### config.mk
export PLATFORM = sky130hd
export DESIGN_NAME = hub75_scan_sequencer_flat
export DESIGN_NICKNAME = d
export VERILOG_FILES = /design/src/rtl/hub75_pkg.sv /design/src/rtl/hub75_scan_sequencer_if.sv /design/src/rtl/hub75_scan_sequencer_bcm_display_timer.sv /design/src/rtl/hub75_scan_sequencer.sv /design/src/flat_wrapper.sv
export SDC_FILE = /design/constraint.sdc
export NUM_CORES = 1
export LEC_CHECK = 0
export CAP_MARGIN = 30
export CORE_MARGIN = 3
export CORE_UTILIZATION = 50
export DETAILED_ROUTE_END_ITERATION = 10
export GPL_ROUTABILITY_DRIVEN = 1
export HOLD_SLACK_MARGIN = 0.12
export PLACE_DENSITY_LB_ADDON = 0.25
export SLEW_MARGIN = 0
export SYNTH_ARGS = -nofsm -noshare
export SYNTH_HDL_FRONTEND = slang
export SYNTH_SLANG_ARGS = --single-unit
### constraint.sdc
create_clock -name clk_in -period 1.9 [get_ports clk_in]
set_input_delay 0.285 -clock clk_in [delete_from_list [all_inputs] [get_ports clk_in]]
set_output_delay 0.285 -clock clk_in [all_outputs]
set_load 0.005 [all_outputs]
### src/rtl/hub75_pkg.sv
// Shared constants and types for the HUB75 scan path.
package hub75_pkg;

    // Address and plane-select widths as seen on the fetch and panel sides.
    localparam int COL_W      = 6;
    localparam int ROW_W      = 4;
    localparam int BITPLANE_W = 3;

    // Scan sequencer states.
    typedef enum logic [3:0] {
        ST_IDLE,
        ST_FETCH_START,
        ST_FETCH_ARM,
        ST_FETCH_WAIT,
        ST_SHIFT_HI,
        ST_SHIFT_LO,
        ST_BLANK_PRE,
        ST_LATCH,
        ST_BLANK_POST,
        ST_DISPLAY
    } seq_state_e;

    // Width of a down-counter that must hold BASE_DISPLAY<<(BITPLANES-1).
    function automatic int unsigned display_cnt_width(input int unsigned bitplanes,
                                                      input int unsigned base_display);
        return bitplanes - 1 + $clog2(base_display) + 1;
    endfunction

endpackage

### src/rtl/hub75_scan_sequencer_if.sv
// Handshake between the scan sequencer and the framebuffer fetch block.
interface hub75_scan_sequencer_if;
    import hub75_pkg::*;

    logic [COL_W-1:0]      column_address;
    logic [ROW_W-1:0]      row_address;
    logic [BITPLANE_W-1:0] bitplane;
    logic                  pixel_load_start;
    logic                  fetch_busy;

    // Sequencer side: presents the pixel coordinate and start pulse.
    modport master (
        output column_address,
        output row_address,
        output bitplane,
        output pixel_load_start,
        input  fetch_busy
    );

    // Fetch block side: consumes the coordinate, reports busy.
    modport slave (
        input  column_address,
        input  row_address,
        input  bitplane,
        input  pixel_load_start,
        output fetch_busy
    );

endinterface

### src/rtl/hub75_scan_sequencer_bcm_display_timer.sv
// Bitplane-weighted display timer: on start, loads BASE_DISPLAY<<plane and
// counts down; done is high in the last cycle of the display window.
module bcm_display_timer
    import hub75_pkg::*;
#(
    parameter int BITPLANES    = 6,
    parameter int BASE_DISPLAY = 8
) (
    input  logic                  clk_in,
    input  logic                  reset,
    input  logic                  start_i,
    input  logic [BITPLANE_W-1:0] plane_i,
    output logic                  done_o
);

    localparam int CNT_W = int'(display_cnt_width(BITPLANES, BASE_DISPLAY));

    logic [CNT_W-1:0] count_q, count_d;
    logic             run_q, run_d;

    // Load N-1 so that the window is N cycles counting the load-following cycle.
    always_comb begin
        count_d = count_q;
        run_d   = run_q;
        if (start_i) begin
            count_d = CNT_W'((BASE_DISPLAY << plane_i) - 1);
            run_d   = 1'b1;
        end else if (run_q) begin
            if (count_q == '0) begin
                run_d = 1'b0;
            end else begin
                count_d = count_q - 1'b1;
            end
        end
    end

    // Counter state registers.
    always_ff @(posedge clk_in) begin
        if (reset) begin
            count_q <= '0;
            run_q   <= 1'b0;
        end else begin
            count_q <= count_d;
            run_q   <= run_d;
        end
    end

    assign done_o = run_q && (count_q == '0);

endmodule

### src/rtl/hub75_scan_sequencer.sv
// HUB75 scan scheduler: per bitplane and row, fetches and shifts every column,
// then blanks, latches and displays the row for a bitplane-weighted time.
module hub75_scan_sequencer
    import hub75_pkg::*;
#(
    parameter int COLUMNS      = 64,
    parameter int ROWS         = 16,
    parameter int BITPLANES    = 6,
    parameter int BASE_DISPLAY = 8,
    parameter int BLANK_CYCLES = 2
) (
    input  logic                          clk_in,
    input  logic                          reset,
    input  logic                          enable,
    hub75_scan_sequencer_if.master        fetch,
    output logic                          panel_clk,
    output logic                          panel_latch,
    output logic                          panel_oe_n,
    output logic                          frame_done
);

    localparam logic [COL_W-1:0]      COL_LAST   = COL_W'(COLUMNS - 1);
    localparam logic [ROW_W-1:0]      ROW_LAST   = ROW_W'(ROWS - 1);
    localparam logic [BITPLANE_W-1:0] PLANE_LAST = BITPLANE_W'(BITPLANES - 1);
    localparam int                    BLK_W      = (BLANK_CYCLES > 1) ? $clog2(BLANK_CYCLES) : 1;
    localparam logic [BLK_W-1:0]      BLK_LAST   = BLK_W'(BLANK_CYCLES - 1);

    seq_state_e            state_q;
    logic [COL_W-1:0]      col_q;
    logic [ROW_W-1:0]      row_q;
    logic [BITPLANE_W-1:0] plane_q;
    logic [BLK_W-1:0]      blank_q;
    logic                  start_q;
    logic                  pclk_q;
    logic                  latch_q;
    logic                  oe_n_q;
    logic                  frame_q;
    logic                  timer_start;
    logic                  timer_done;

    // Timer is loaded on the last blanking cycle so its window lines up exactly
    // with the cycles in which the registered OE is low.
    assign timer_start = (state_q == ST_BLANK_POST) && (blank_q == BLK_LAST);

    bcm_display_timer #(
        .BITPLANES    (BITPLANES),
        .BASE_DISPLAY (BASE_DISPLAY)
    ) u_timer (
        .clk_in  (clk_in),
        .reset   (reset),
        .start_i (timer_start),
        .plane_i (plane_q),
        .done_o  (timer_done)
    );

    // Scan FSM with registered outputs; outputs are set on the transition into
    // the state in which they must be visible.
    always_ff @(posedge clk_in) begin
        if (reset) begin
            state_q <= ST_IDLE;
            col_q   <= '0;
            row_q   <= '0;
            plane_q <= '0;
            blank_q <= '0;
            start_q <= 1'b0;
            pclk_q  <= 1'b0;
            latch_q <= 1'b0;
            oe_n_q  <= 1'b1;
            frame_q <= 1'b0;
        end else begin
            start_q <= 1'b0;
            frame_q <= 1'b0;
            case (state_q)
                ST_IDLE: begin
                    if (enable) begin
                        state_q <= ST_FETCH_START;
                        start_q <= 1'b1;
                    end
                end
                ST_FETCH_START: begin
                    state_q <= ST_FETCH_ARM;
                end
                ST_FETCH_ARM: begin
                    state_q <= ST_FETCH_WAIT;
                end
                ST_FETCH_WAIT: begin
                    if (!fetch.fetch_busy) begin
                        state_q <= ST_SHIFT_HI;
                        pclk_q  <= 1'b1;
                    end
                end
                ST_SHIFT_HI: begin
                    state_q <= ST_SHIFT_LO;
                    pclk_q  <= 1'b0;
                end
                ST_SHIFT_LO: begin
                    if (col_q == COL_LAST) begin
                        col_q   <= '0;
                        blank_q <= '0;
                        state_q <= ST_BLANK_PRE;
                    end else begin
                        col_q   <= col_q + 1'b1;
                        state_q <= ST_FETCH_START;
                        start_q <= 1'b1;
                    end
                end
                ST_BLANK_PRE: begin
                    if (blank_q == BLK_LAST) begin
                        state_q <= ST_LATCH;
                        latch_q <= 1'b1;
                    end else begin
                        blank_q <= blank_q + 1'b1;
                    end
                end
                ST_LATCH: begin
                    latch_q <= 1'b0;
                    blank_q <= '0;
                    state_q <= ST_BLANK_POST;
                end
                ST_BLANK_POST: begin
                    if (blank_q == BLK_LAST) begin
                        state_q <= ST_DISPLAY;
                        oe_n_q  <= 1'b0;
                    end else begin
                        blank_q <= blank_q + 1'b1;
                    end
                end
                ST_DISPLAY: begin
                    if (timer_done) begin
                        oe_n_q <= 1'b1;
                        if (plane_q != PLANE_LAST) begin
                            plane_q <= plane_q + 1'b1;
                            state_q <= ST_FETCH_START;
                            start_q <= 1'b1;
                        end else begin
                            plane_q <= '0;
                            if (row_q != ROW_LAST) begin
                                row_q   <= row_q + 1'b1;
                                state_q <= ST_FETCH_START;
                                start_q <= 1'b1;
                            end else begin
                                row_q   <= '0;
                                frame_q <= 1'b1;
                                if (enable) begin
                                    state_q <= ST_FETCH_START;
                                    start_q <= 1'b1;
                                end else begin
                                    state_q <= ST_IDLE;
                                end
                            end
                        end
                    end
                end
                default: begin
                    state_q <= ST_IDLE;
                end
            endcase
        end
    end

    assign fetch.column_address   = col_q;
    assign fetch.row_address      = row_q;
    assign fetch.bitplane         = plane_q;
    assign fetch.pixel_load_start = start_q;
    assign panel_clk              = pclk_q;
    assign panel_latch            = latch_q;
    assign panel_oe_n             = oe_n_q;
    assign frame_done             = frame_q;

endmodule

### src/flat_wrapper.sv
// flat-port wrapper written by rule: the top's interface ports become plain ports
module hub75_scan_sequencer_flat import hub75_pkg::*;
#(
    parameter int COLUMNS      = 64,
    parameter int ROWS         = 16,
    parameter int BITPLANES    = 6,
    parameter int BASE_DISPLAY = 8,
    parameter int BLANK_CYCLES = 2
)
  (clk_in, reset, enable, panel_clk, panel_latch, panel_oe_n, frame_done, fetch_column_address, fetch_row_address, fetch_bitplane, fetch_pixel_load_start, fetch_fetch_busy);
  hub75_scan_sequencer_if fetch_i ();
  input  logic clk_in;
  input  logic reset;
  input  logic enable;
  output logic panel_clk;
  output logic panel_latch;
  output logic panel_oe_n;
  output logic frame_done;
  output wire logic [$bits(fetch_i.column_address)-1:0] fetch_column_address;
  output wire logic [$bits(fetch_i.row_address)-1:0] fetch_row_address;
  output wire logic [$bits(fetch_i.bitplane)-1:0] fetch_bitplane;
  output wire logic [$bits(fetch_i.pixel_load_start)-1:0] fetch_pixel_load_start;
  input wire logic [$bits(fetch_i.fetch_busy)-1:0] fetch_fetch_busy;
  assign fetch_column_address = fetch_i.column_address;
  assign fetch_row_address = fetch_i.row_address;
  assign fetch_bitplane = fetch_i.bitplane;
  assign fetch_pixel_load_start = fetch_i.pixel_load_start;
  assign fetch_i.fetch_busy = fetch_fetch_busy;
  hub75_scan_sequencer #(.COLUMNS(COLUMNS), .ROWS(ROWS), .BITPLANES(BITPLANES), .BASE_DISPLAY(BASE_DISPLAY), .BLANK_CYCLES(BLANK_CYCLES)) u_core (.clk_in(clk_in), .reset(reset), .enable(enable), .fetch(fetch_i), .panel_clk(panel_clk), .panel_latch(panel_latch), .panel_oe_n(panel_oe_n), .frame_done(frame_done));
endmodule
---- Yosys cells after proc, flatten, opt, wreduce, memory -nomap -nowiden ----
Cells that the tools add are included.
storage, ports and cells
  flip-flop bits (word level) ............. 33
  input port bits ......................... 4
  output and inout bits ................... 18
  word-level logic and storage cells ...... 96
operators by class
  add/subtract/negate cells ............... 6
  equal/unequal tests ..................... 19
  shifts and indexed selects .............. 1
  muxes and demuxes ....................... 36
  bitwise operators ....................... 3
  reductions and logical operators ........ 19
operators with widths
  operator             number
  $pmux 4 s10          1
  $mux 4               8
  $mux 9               3
  $eq 4x3->1 const B   4
  $mux 1               16
  $ne 2x1->1 const B   5
  $reduce_and 2->1     5
  $logic_not 9->1      1
  $shl 4x3->9 const A  1
  $sub 9x1->9 const B  1
  $sub 9x2->9 const B  1
  $eq 4x2->1 const B   2
  $eq 4x4->1 const B   2
  $reduce_bool 2->1    4
  $add 6x1->6 const B  1
  $eq 6x6->1 const B   1
  $mux 3               2
  $mux 6               1
  $pmux 1 s2           3
  $pmux 1 s3           2
  $reduce_and 3->1     2
  $reduce_and 5->1     1
  $add 4x1->4 const B  1
  $eq 4x1->1 const B   1
  other kinds (11)     15

---- Longest topological paths before layout ----
Gate-level depths: netlist (run 1).
  depth in word-level cells ............... 5
  depth in mapped cells ................... 7
  depth with buffers taken out ............ 6

---- Cells and area by module ----
A second synthesis (run 1) with hierarchy kept.
unflattened totals
  cells, all modules ...................... 221
  area total of the unflattened synthesis .. 1818.0 µm²
by module, submodules not included
  module                times used  cells each  area each (µm²)  seq. area each (µm²)
  hub75_scan_sequencer  1           146         1201.2           460.4
  bcm_display_timer     1           75          616.8            200.2

---- Worst setup path before layout (run 1) ----
OpenSTA, ideal clock, no wires.
  path kind ............................... register -> register
  start point ............................. reg u_core.u_timer.count_q[0]
  end point ............................... reg u_core.state_q[1]
  library setup time ...................... 0.123 ns
  arrival ................................. 1.770 ns
  required time ........................... 1.777 ns
  path slack .............................. 0.007 ns
  stages on the path, launching flop included .. 7
  path buffers ............................ 0
  clock period less this slack ............ 1.893 ns
  path through ............................ dfxtp_1 > inv_1 > ha_1 > nor4b_4 > nand3_1 > a221o_1 > mux2_1
between the ends
  cells in the longest elaborated chain, start to end .. 4
ends and longest elaborated chain
  what                               line                                          source
  from (decl)                        hub75_scan_sequencer_bcm_display_timer.sv:18  logic [CNT_W-1:0] count_q, count_d;
  from (signal assigned)             hub75_scan_sequencer_bcm_display_timer.sv:43  count_q <= count_d;
  $logic_not 9->1                    hub75_scan_sequencer_bcm_display_timer.sv:48  assign done_o = run_q && (count_q == '0);
  $logic_and 1x1->1                  hub75_scan_sequencer_bcm_display_timer.sv:48
  $ne 2x1->1 (no source line)        --
  $reduce_and 5->1 (no source line)  --
  to (signal assigned)               hub75_scan_sequencer.sv:60                    state_q <= ST_IDLE;
  to (signal assigned)               hub75_scan_sequencer.sv:76                    state_q <= ST_FETCH_START;
  to (signal assigned)               hub75_scan_sequencer.sv:81                    state_q <= ST_FETCH_ARM;
  to (decl)                          hub75_scan_sequencer.sv:28                    seq_state_e state_q;
No other way between the ends.
A chain may end at the register's enable or synchronous reset.

---- Final worst setup path (run 1) ----
  start point ............................. reg u_core.u_timer.count_q[0]
  end point ............................... reg u_core.row_q[3] (netlist: u_core.fetch.row_address[3])
between the ends
  cells in the longest elaborated chain, start to end .. 3
ends and longest elaborated chain
  what                               line                                          source
  $logic_not 9->1                    hub75_scan_sequencer_bcm_display_timer.sv:48
  $logic_and 1x1->1                  hub75_scan_sequencer_bcm_display_timer.sv:48
  $reduce_and 3->1 (no source line)  --
  to (signal assigned)               hub75_scan_sequencer.sv:138                   row_q <= row_q + 1'b1;
  to (decl)                          hub75_scan_sequencer.sv:30                    logic [ROW_W-1:0] row_q;
No other way between the ends.

==> impl_metrics.py, run 1 <==
metrics = {
    "clock_tree": {
        "clockBufferDepth": 2,
        "htree_levels": 2,
        "numClockSinks": 33,
        "worstSkewPairLatency_ps": 290,
        "root_buffer": "clkbuf_8",
        "numCtsBuffers": 5,
        "path_clk_slew_ps": 70,
        "holdBufCountCts": 0,
        "cts_tree": "done",
    },
    "synthesis": {
        "synth-seq-area-share_pct": 35.56,
        "synth.net_count": 226,
        "synth_cells": 218,
        "syn_area_per_cell_um2": 8.523,
        "synthTopCellsByArea": "dfxtp_1, a21oi_1, nand3_1",
        "synth_top_area_cell": "dfxtp_1",
        "async_reset_ff_share_pct": 0,
        "synth_cell_types": 56,
        "synth_area_um2": 1858,
        "synth_edf_count": 0,
        "synth-seq-cells": 33,
        "synth_ff_type": "dfxtp_1",
        "yosysWarnings": 0,
        "synth_top_area_share_pct": 35.56,
    },
    "routing": {
        "wl_met1_mm": 2.107,
        "antenna_left": 0,
        "dr_wl_met2_mm": 2.178,
        "wl_mm": 4.548,
        "first_iter_violations": 104,
        "drc": 0,
        "wl_per_cell_um": 14.91,
        "firstDrtPassIters": 4,
        "wl_met3_um": 199,
        "dr.max_layer_used": "met4",
        "vias_per_cell": 5.852,
        "num_vias": 1785,
    },
    "setup_path": {
        "cp_data_arrival_time_ps": 2020,
        "reg2reg_to": "u_core.fetch.row_address[3]$_SDFFE_PP0P_",
        "start_kind": "register",
        "crit_start": "u_core.u_timer.count_q[0]$_SDFFE_PP0P_",
        "reg2regPathDepth": 7,
        "r2r_slack_ps": 50,
        "critical_path_class": "register to register",
        "end_kind": "register",
        "r2r-start": "u_core.u_timer.count_q[0]$_SDFFE_PP0P_",
        "worst-path-max-fanout": 5,
        "cp.required_ps": 2080,
    },
    "timing": {
        "period_share_pct": 97.29,
        "skew_ps": 7.127,
        "max_slew.worst_pin.slew_ps": 568.1,
        "max_freq_mhz": 541.0,
        "hold_violations": 0,
        "slew_violations": 0,
        "slew-limit-headroom_pct": 61.84,
        "fin_crit_ps": 1849,
        "finalSetupViolCount": 0,
        "final.setup.tns_ps": 0,
        "holdWs_ps": 472.2,
        "fin_ws_ps": 51.49,
    },
    "cells_and_area": {
        "area_delta_synth_final_pct": 29.83,
        "nets": 266,
        "final_layout_size_suffix_gt1_share_pct": 20.46,
        "nFillCells": 291,
        "seq_area_um2": 660.6,
        "design_area_um2": 2412,
        "layout_common_cells": "dfxtp_1, a21oi_1, buf_4",
        "stdcell_count": 305,
        "antennaDiodeCount": 0,
        "multi_input_area_um2": 1131,
        "final_common_cell": "dfxtp_1",
        "fin_util_pct": 69.55,
    },
    "worst_hold_path": {
        "min_path_cells": 2,
        "hold_class": "register to register",
        "holdCritStartpoint": "u_core.panel_clk$_SDFFE_PP0P_",
        "min_to": "u_core.panel_clk$_SDFFE_PP0P_",
    },
    "grt": {
        "grt-ovfl-total": 0,
        "grt_max_degree": 13,
        "grt_pass1_vias": 1725,
        "grt_pass1_wl_mm": 7.486,
        "globalRouteTotalUtil_pct": 22.04,
        "antenna_found_initial": 0,
    },
    "floorplanning": {
        "die_area_um2": 4484,
        "core_area_um2": 3468,
        "die_w_um": 66.96,
        "num_rows": 21,
        "ios": 22,
        "initial_core_util_pct": 53.57,
        "die_h_um": 66.96,
    },
    "job": {
        "maxCapViolCount": 0,
    },
    "power": {
        "powerDensity_nw_per_um2": 758.2,
        "totalPowerFinal_mw": 1.829,
        "p_leak_nw": 0.8768,
        "vdd.ir_drop.worst_uv": 644.0,
    },
    "placement": {
        "place_hpwl_mm": 3.157,
        "place_inst": 291,
        "dpl_cell_area_um2": 2227,
        "io_buffers": 21,
        "place.gp.congestion": 0.8312,
        "place_ws_ps": -63.65,
    },
    "run_status": {
        "outcome": "complete, no violations",
    },
}
==> kinds of logic (layout without fill, tap and decap cells) <==
| kind of cell | count (synthesis) | after routing | synth area share [%] |
|---|---|---|---|
| adders and majority gates | 4 | 4 | 2.694 |
| buffers and inverters | 26 | 66 | 5.252 |
| and+or+nand+nor | 76 | 77 | 27.07 |
| muxes | 5 | 5 | 2.896 |
| AOI/OAI and AO/OA | 67 | 67 | 23.23 |
| xor gates and xnor gates | 7 | 7 | 3.300 |
| DFF | 33 | 33 | 35.56 |
==> worst max-delay path, cell delays in order, from the launching register on <==
cell	delay (ps)
dfxtp_1	300
inv_1	90
ha_2	190
nor4b_4	250
buf_4	180
nand4_4	100
o41ai_1	520
a21oi_2	90
==> worst max-delay path by stage <==
stage	endpoint	slack (ps)
after CTS	u_core.fetch.row_address[3]$_SDFFE_PP0P_	2
after floorplan	u_core.state_q[1]$_SDFFE_PP0P_	7
final	u_core.fetch.row_address[3]$_SDFFE_PP0P_	50
after global routing	u_core.fetch.row_address[3]$_SDFFE_PP0P_	-50
after global placement	u_core.state_q[1]$_SDFFE_PP0P_	-8
after detailed placement	u_core.state_q[1]$_SDFFE_PP0P_	-60
==> synth_stat cells (3+ instances only) <==
cell      instances
a31oi_1           4
nand2_1          11
nor2_1           13
inv_1            11
xnor2_1           3
clkbuf_1         15
ha_1              4
dfxtp_1          33
xor2_1            4
a21oi_1          28
a211oi_1          7
o21ai_0           8
nand4_1           3
nor3_1            3
nand3_1          13
and4bb_2          3
==> final cells by class <==
class                   instances  share of cell area (%)
multi-input cells             160                   46.89
flip-flops and latches         33                   27.39
repair buffers                 47                   16.81
clock buffers                   7                   3.579
well taps                      46                   2.386
inverters                      11                   1.712
clock inverters                 1                   1.245
==> sequential cells by signal, summed over array words and instances, names as in the netlist <==
signal                         flops
u_core.fetch.column_address        6
u_core.panel_clk                   1
u_core.panel_oe_n                  1
u_core.u_timer.count_q             9
u_core.frame_done                  1
u_core.fetch.pixel_load_start      1
u_core.blank_q                     1
u_core.fetch.bitplane              3
u_core.fetch.row_address           4
u_core.u_timer.run_q               1
u_core.state_q                     4
u_core.panel_latch                 1
==> repair_timing <==
action,in CTS,in global routing
resized for setup,0,5
gates cloned,0,1
pin swaps,1,6
setup buffers,1,4
endpoints found under the setup margin,2,6
==> per-layer routing <==
metal | up-vias | track usage, %
li1 | 902 | -
met1 | 841 | 27.06
met2 | 37 | 35.52
met3 | 5 | 5.228
met4 | 0 | 11.39
met5 | - | 0
==> report_power, final <==
group | internal, mW | switching, mW | leakage (nW)
Combinational | 0.195 | 0.173 | 0.552
Clock | 0.427 | 0.262 | 0.0585
Sequential | 0.727 | 0.0440 | 0.267
Note: power is estimated with default switching activity, not from simulation.
==> inputs of run 2 (changes only) <==
--- a/config.mk
+++ b/config.mk
@@ -6,8 +6,10 @@
 export NUM_CORES = 1
 export LEC_CHECK = 0
 export CAP_MARGIN = 30
+export CELL_PAD_IN_SITES_DETAIL_PLACEMENT = 2
+export CELL_PAD_IN_SITES_GLOBAL_PLACEMENT = 2
 export CORE_MARGIN = 3
-export CORE_UTILIZATION = 50
+export CORE_UTILIZATION = 30
 export DETAILED_ROUTE_END_ITERATION = 10
 export GPL_ROUTABILITY_DRIVEN = 1
 export HOLD_SLACK_MARGIN = 0.12
==> run 2 against run 1 <==
Setup slack better by 90 ps. Cell area rose by 2.3%. Hold slack better by 5.8 ps.
==> impl_metrics.py, run 2 (synthesis gave the netlist of run 1 again) <==
metrics = {
    "run_status": {
        "outcome": "complete, no violations",
    },
    "setup_path": {
        "cp_data_arrival_time_ps": 1930,
        "reg2regPathDepth": 7,
        "crit_slowest_cell": "a221o_1",
        "end_kind": "register",
        "path_cells": "inv_2 > ha_2 > nor4b_4 > buf_4 > nand3_2 > a221o_1 > mux2_1",
        "critical_path_class": "register to register",
        "crit_start": "u_core.u_timer.count_q[0]$_SDFFE_PP0P_",
        "start_kind": "register",
        "cp.required_ps": 2080,
        "worst-path-max-fanout": 4,
        "r2r-start": "u_core.u_timer.count_q[0]$_SDFFE_PP0P_",
        "max_stage_delay_ps": 340,
    },
    "cells_and_area": {
        "fin_util_pct": 41.43,
        "regMostFlops": "u_core.u_timer.count_q",
        "final_layout_size_suffix_gt1_share_pct": 21.76,
        "seq_area_um2": 660.6,
        "area_delta_synth_final_pct": 32.79,
        "multi_input_area_um2": 1120,
        "nFillCells": 665,
        "nets": 269,
        "layout_common_cells": "dfxtp_1, buf_4, a21oi_1",
        "final_common_cell": "dfxtp_1",
        "antennaDiodeCount": 0,
        "largest_register_ffs": 9,
    },
    "clock_tree": {
        "numClockSinks": 33,
        "path_clk_slew_ps": 70,
        "root_buffer": "clkbuf_8",
        "cts_tree": "done",
        "htree_levels": 2,
        "numCtsBuffers": 5,
        "worstSkewPairLatency_ps": 290,
        "holdBufCountCts": 0,
        "clockBufferDepth": 2,
    },
    "timing": {
        "max_freq_mhz": 568.7,
        "rsz0062_at_grt": "no",
        "finalSetupViolCount": 0,
        "slew-limit-headroom_pct": 72.69,
        "max_slew.worst_pin.slew_ps": 406.5,
        "slew_violations": 0,
        "hold_violations": 0,
        "fin_crit_ps": 1758,
        "fin_ws_ps": 141.6,
        "holdWs_ps": 477.9,
        "period_share_pct": 92.55,
        "skew_ps": 2.362,
    },
    "floorplanning": {
        "initial_core_util_pct": 31.20,
        "die_w_um": 84.70,
        "ios": 22,
        "num_rows": 28,
        "core_area_um2": 5956,
        "die_area_um2": 7174,
        "die_h_um": 84.70,
    },
    "grt": {
        "grt-ovfl-total": 0,
        "grt_max_degree": 15,
        "grt_pass1_vias": 1954,
        "grt_pass1_wl_mm": 10.12,
        "antenna_found_initial": 0,
        "globalRouteTotalUtil_pct": 17.49,
    },
    "routing": {
        "vias_per_cell": 5.383,
        "wl_mm": 5.862,
        "first_iter_violations": 51,
        "antenna_left": 0,
        "wl_per_cell_um": 17.39,
        "drc": 0,
        "firstDrtPassIters": 4,
        "num_vias": 1814,
    },
    "worst_hold_path": {
        "holdCritStartpoint": "u_core.panel_clk$_SDFFE_PP0P_",
        "min_path_cells": 2,
        "hold_class": "register to register",
    },
    "power": {
        "totalPowerFinal_mw": 1.877,
        "vdd.ir_drop.worst_uv": 383.0,
        "powerDensity_nw_per_um2": 760.5,
        "p_leak_nw": 0.8725,
    },
    "placement": {
        "io_buffers": 21,
        "place.gp.congestion": 0.7343,
        "place_hpwl_mm": 4.315,
        "place_ws_ps": -62.05,
    },
    "job": {
        "maxCapViolCount": 0,
    },
}
run 2: cell types whose count changed in the layout (fill, tap and decap cells not counted):
cell      delta
nand3_1      -1
o311ai_1     +1
nand4_2      -1
a21oi_2      -1
o311ai_0     -1
buf_4        +4
inv_2        +1
inv_1        -1
nand3_2      +1
a21oi_1      +1
run 2: layout make-up:
cell class	count	share of cell area [%]
well taps	75	3.803
multi-input cells	159	45.39
repair buffers	51	17.65
clock buffers	7	3.499
flip-flops and latches	33	26.77
inverters	11	1.673
clock inverters	1	1.217
run 2: per-layer routing:
| metal | track usage [%] | vias to the layer above | wire length [um] |
|---|---|---|---|
| met5 | 0 | - | 0 |
| met4 | 4.317 | 0 | 61 |
| met3 | 3.631 | 6 | 103 |
| met2 | 30.04 | 13 | 3014 |
| met1 | 22.36 | 898 | 2681 |
| li1 | - | 897 | - |
run 2: final timing paths:
check	endpoint	slack, ps
setup reg to reg	u_core.state_q[1]$_SDFFE_PP0P_	140
hold reg to reg	u_core.panel_clk$_SDFFE_PP0P_	480
setup / recovery	u_core.state_q[1]$_SDFFE_PP0P_	140
hold / removal	u_core.panel_clk$_SDFFE_PP0P_	480
run 2: where the power goes:
group,internal [mW],switching [mW]
Combinational,0.206,0.196
Clock,0.428,0.268
Sequential,0.727,0.0515
Total,1.36,0.516
run 2: timing repair:
| item | in CTS | in global routing |
|---|---|---|
| pin swaps | 0 | 4 |
| resized for setup | 0 | 7 |
| setup buffers | 1 | 2 |
| endpoints found under the setup margin | 4 | 8 |
run 2: metrics by stage:
stage	TNS, ps	area, um^2	instances
after global placement	-37.80	2308	326
after global routing	0	2467	337
after floorplan	0	1858	218
final	0	2467	337
after detailed placement	-76.41	2308	326
after CTS	0	2432	335
run 2: critical path: cells and delay by family (launching register included):
kind | cells | cell delay (ps)
buf+inv | 2 | 250
compound gates | 1 | 340
flops | 1 | 320
fa+ha+maj | 1 | 170
simple gates | 2 | 260
mux | 1 | 310
